[config.mk]
export PLATFORM = sky130hd
export DESIGN_NAME = hamming_decoder
export DESIGN_NICKNAME = d
export VERILOG_FILES = /design/src/rtl/hamming_decoder.sv
export SDC_FILE = /design/constraint.sdc
export NUM_CORES = 1
export LEC_CHECK = 0
export ABC_AREA = 1
export CAP_MARGIN = 20
export CORE_MARGIN = 10
export CORE_UTILIZATION = 50
export CTS_CLUSTER_DIAMETER = 100
export CTS_CLUSTER_SIZE = 8
export DETAILED_ROUTE_END_ITERATION = 16
export PLACE_DENSITY = 0.87
export SLEW_MARGIN = 20
export SYNTH_ARGS = -nofsm -noshare
export SYNTH_HDL_FRONTEND = slang
export SYNTH_SLANG_ARGS = --single-unit
[constraint.sdc]
create_clock -name Clk -period 1.6 [get_ports Clk]
set_input_delay 0.48 -clock Clk [delete_from_list [all_inputs] [get_ports Clk]]
set_output_delay 0.48 -clock Clk [all_outputs]
set_load 0.02 [all_outputs]
[src/rtl/hamming_decoder.sv]
// Byte-serial SECDED decoder for 16-bit Hamming codewords carrying 11 data bits.
// Takes two codeword bytes in, then returns the corrected data and error flags as two bytes.
module hamming_decoder #(
    parameter int CNT_W = 8
) (
    input  logic             Clk,
    input  logic             Reset,
    input  logic [7:0]       InByte,
    input  logic             InValid,
    output logic             InReady,
    output logic [7:0]       OutByte,
    output logic             OutValid,
    input  logic             OutReady,
    output logic [CNT_W-1:0] SingleCnt,
    output logic [CNT_W-1:0] DoubleCnt,
    output logic             Busy
);

    typedef enum logic [2:0] {
        ST_GET_LO  = 3'd0,
        ST_GET_HI  = 3'd1,
        ST_CALC    = 3'd2,
        ST_SEND_LO = 3'd3,
        ST_SEND_HI = 3'd4
    } state_t;

    localparam logic [CNT_W-1:0] CNT_MAX = {CNT_W{1'b1}};
    localparam logic [CNT_W-1:0] CNT_ONE = {{(CNT_W-1){1'b0}}, 1'b1};

    state_t           r_state;
    state_t           w_next;
    logic [15:0]      r_code;
    logic [7:0]       r_hi;
    logic [7:0]       r_out_byte;
    logic [CNT_W-1:0] r_single;
    logic [CNT_W-1:0] r_double;

    logic [3:0]       w_syn;
    logic             w_par;
    logic [15:0]      w_flip;
    logic [10:0]      w_data;
    logic             w_single;
    logic             w_double;

    // Syndrome bit k covers every position whose index has bit k set.
    function automatic logic [3:0] calc_syndrome(input logic [15:0] cw);
        calc_syndrome[0] = ^(cw & 16'hAAAA);
        calc_syndrome[1] = ^(cw & 16'hCCCC);
        calc_syndrome[2] = ^(cw & 16'hF0F0);
        calc_syndrome[3] = ^(cw & 16'hFF00);
    endfunction

    function automatic logic calc_parity(input logic [15:0] cw);
        calc_parity = ^cw;
    endfunction

    function automatic logic [10:0] extract_data(input logic [15:0] cw);
        extract_data = {cw[15], cw[14], cw[13], cw[12], cw[11], cw[10],
                        cw[9], cw[7], cw[6], cw[5], cw[3]};
    endfunction

    assign w_syn    = calc_syndrome(r_code);
    assign w_par    = calc_parity(r_code);
    assign w_single = w_par;
    assign w_double = !w_par && (w_syn != 4'd0);

    // Odd overall parity means one flipped bit at position w_syn (0 = the overall parity bit).
    always_comb begin
        w_flip = 16'h0000;
        if (w_par) begin
            w_flip = 16'h0001 << w_syn;
        end else begin
            w_flip = 16'h0000;
        end
    end

    assign w_data = extract_data(r_code ^ w_flip);

    // Next-state logic for the receive / compute / send sequence.
    always_comb begin
        w_next = r_state;
        case (r_state)
            ST_GET_LO: begin
                if (InValid) w_next = ST_GET_HI;
                else         w_next = ST_GET_LO;
            end
            ST_GET_HI: begin
                if (InValid) w_next = ST_CALC;
                else         w_next = ST_GET_HI;
            end
            ST_CALC:   w_next = ST_SEND_LO;
            ST_SEND_LO: begin
                if (OutReady) w_next = ST_SEND_HI;
                else          w_next = ST_SEND_LO;
            end
            ST_SEND_HI: begin
                if (OutReady) w_next = ST_GET_LO;
                else          w_next = ST_SEND_HI;
            end
            default:   w_next = ST_GET_LO;
        endcase
    end

    // State, captured codeword, result bytes and saturating error counters.
    always_ff @(posedge Clk) begin
        if (Reset) begin
            r_state    <= ST_GET_LO;
            r_code     <= 16'h0000;
            r_hi       <= 8'h00;
            r_out_byte <= 8'h00;
            r_single   <= {CNT_W{1'b0}};
            r_double   <= {CNT_W{1'b0}};
        end else begin
            r_state <= w_next;
            case (r_state)
                ST_GET_LO: if (InValid) r_code[7:0]  <= InByte;
                ST_GET_HI: if (InValid) r_code[15:8] <= InByte;
                ST_CALC: begin
                    r_out_byte <= w_data[7:0];
                    r_hi       <= {w_double, w_single, 3'b000, w_data[10:8]};
                    if (w_single && (r_single != CNT_MAX)) r_single <= r_single + CNT_ONE;
                    if (w_double && (r_double != CNT_MAX)) r_double <= r_double + CNT_ONE;
                end
                ST_SEND_LO: if (OutReady) r_out_byte <= r_hi;
                ST_SEND_HI: if (OutReady) r_out_byte <= 8'h00;
                default: begin
                end
            endcase
        end
    end

    assign InReady   = (r_state == ST_GET_LO) || (r_state == ST_GET_HI);
    assign OutValid  = (r_state == ST_SEND_LO) || (r_state == ST_SEND_HI);
    assign OutByte   = r_out_byte;
    assign Busy      = (r_state != ST_GET_LO);
    assign SingleCnt = r_single;
    assign DoubleCnt = r_double;

endmodule

==> flow_summary.ini <==
[floorplanning]
die_h_um = 96.52
rows = 27
fp.dieW_um = 96.52
start_util = 0.5221
fp.dieArea_sq_um = 9316
io_pins = 39
core-area_sq_um = 5608

[timing]
fin_worst_skew_ns = 0.01314
hold_ws_ns = 0.4875
rsz0062_at_grt = yes
worst_slack_ns = -0.6431
tightest_slew_ns = 0.5229
final.period_utilization = 1.402
setup_violations = 44
maxSlewViolCount = 0
fmax_mhz = 445.8
period_minus_slack_ns = 2.243
relSlewSlack = 0.6514
finalHoldViolations = 0

[detailed_routing]
drt_iter0_markers = 935
wl_mm = 18.85
drtPass1Iterations = 10
via_per_inst = 7.071
vias = 4879
wl_per_cell_um = 27.32
drc = 0
ant_nets = 0

[clock_tree]
clock_path_buffers = 2
cts-buffers-inserted = 5
path_clk_slew_ns = 0.12
cts_tree = yes
ctsRootBufferMaster = clkbuf_8
insertion_delay_ns = 0.35
cts_sinks = 48
htree_levels = 2

[yosys]
yosysTopAreaCellShare = 0.3282
synthArstFlopShare = 0
synthCells = 465
ys_seq_area_frac = 0.3282
synth_edf_count = 0
yosysTopAreaCell = dfxtp_1
synth_cell_types = 27
ys_seq_elements = 48
synth_top_flop_cell = dfxtp_1
synth.avg_cell_area_sq_um = 6.296
synth.cell_area_sq_um = 2928
synth_fp_nets = 479
synth_area_leaders = dfxtp_1 33%, nand2_1 24%, a21oi_1 7.7%, o21ai_0 4.8%, inv_1 4.4%
ys_top_cells_by_count = 190 x nand2_1, 48 x dfxtp_1, 45 x a21oi_1, 34 x inv_1, 28 x o21ai_0
yosysMostFrequentCell = nand2_1
yosys_warnings = 0

[global_route]
grt_pass1_vias = 4162
grt_max_degree = 22
antenna_found_initial = 1
met3_usage = 0.07247
overflow = 0
grt-busiest-layer = met2
met2_usage = 0.4638
met1_usage = 0.3080
grt_pass1_wl_mm = 20.49
grtUsageTotal = 0.2803

[setup_path]
cp.required_ns = 1.85
worstPathMaxFanout = 5
r2r_start = r_code[3]
r2r_setup_slack_ns = -0.64
worstPathArrival_ns = 2.50
end_kind = register
path_class = reg -> reg
rr_worst_depth = 11
r2r_end = OutByte[0]
start_kind = register

[job]
max-cap-violations = 0

[min_path]
holdPathStages = 2
hold_end = OutByte[5]
min-delay-path-class = reg -> reg
worstHoldStart = OutByte[5]

[power_and_ir_drop]
powerDensity_nw_per_um2 = 1011
ir_worst_vdd_v = 0.0009730
p_leak_nw = 2.380

[cells_and_area]
final_nets = 630
post-route-util = 0.9190
n_fill_cell = 159
drive_gt1_frac = 0.5300
synthToLayoutAreaGrowth_pct = 76.03

[run_status]
status = finished, violations left
violations = negative setup slack

[placed_design]
dp_hpwl_mm = 6.562
numPortBuffers = 38
place.gp.congestion = 0.9405
dpl_worst_slack_ns = -0.2636
## cell families after synthesis
logic type      after synthesis  synth area share
simple gates                272            0.4197
fa+ha+maj                     2          0.008546
buf+inv                      52           0.06709
xor+xnor                     13           0.03889
flops                        48            0.3282
compound gates               78            0.1376
## layer usage
layer	wire (um)	vias to the layer above
met5	0	-
met4	2232	0
met3	3078	288
met2	7747	678
met1	5794	2108
li1	-	1805
## sequential cells by signal, summed over array words and instances, names as in the netlist
register   count
DoubleCnt      8
SingleCnt      8
r_code        16
OutByte        8
r_hi           5
r_state        3
## layout by cell type (no fill, tap or decap), drive strengths merged
cell type        n
diode            1
xnor2            6
nand2          209
clkinv           1
nor3             1
nor2            25
o211ai           1
dfxtp           48
a21oi           45
inv             45
nand3b           1
clkdlybuf4s15    2
bufinv           1
xor2             7
clkbuf           7
a31oi            1
nand4           11
nor4             1
buf            113
dlygate4sd2     21
ha               2
clkdlybuf4s50   11
o21bai           2
o21ai           29
nand3           27
## metrics by stage
step                      cells  area [sq um]  total power [W]  setup TNS [ns]
after floorplan             465          2932         0.002228               0
after global placement      637          3918         0.002688          -3.362
after detailed placement    637          3918         0.002740          -5.905
after CTS                   672          4503         0.004154          -1.095
after global routing        689          5151         0.005317          -14.72
final                       690          5154         0.005209          -13.63
## timing repair
item	CTS	global route
setup buffers	24	17
endpoints found under the setup margin	56	36
hold buffers	0	0
hold endpoints to repair	0	0
pin swaps	42	60
gates resized for setup	144	157
gates cloned	3	0
## worst max path at each step
stage	start	end
finish	r_code[3]	OutByte[0]
global route	r_code[7]	OutByte[0]
CTS	r_state[1]	OutValid
detailed placement	r_state[1]	OutValid
global placement	r_state[1]	OutValid
floorplan	r_state[1]	OutByte[6]
## critical path, stage by stage (launching register included)
cell	delay, ns
dfxtp_4	0.40
buf_6	0.15
xnor2_4	0.26
nand2_2	0.16
nand2_2	0.14
nand2_2	0.08
nand2_4	0.09
nand2_1	0.14
nor2_2	0.22
nand3_1	0.21
nand3_1	0.18
a21oi_1	0.08
## layout make-up
type                    instances  area, sq um  area share
clock inverters                 2        38.79    0.007526
clock buffers                   6        82.58     0.01602
multi-input cells             368         2462      0.4778
well taps                      72        90.09     0.01748
flip-flops and latches         48         1022      0.1983
repair buffers                148         1251      0.2428
diodes                          1        2.502   0.0004856
inverters                      45        203.9     0.03957
## power by group
part	internal (W)	switching, W	total [W]	leakage, nW
logic	0.00101	0.00174	0.00275	1.92
clock network	0.000513	0.000553	0.00107	0.0614
registers	0.00126	0.000124	0.00139	0.402
Power figures use the tool's default switching activity.
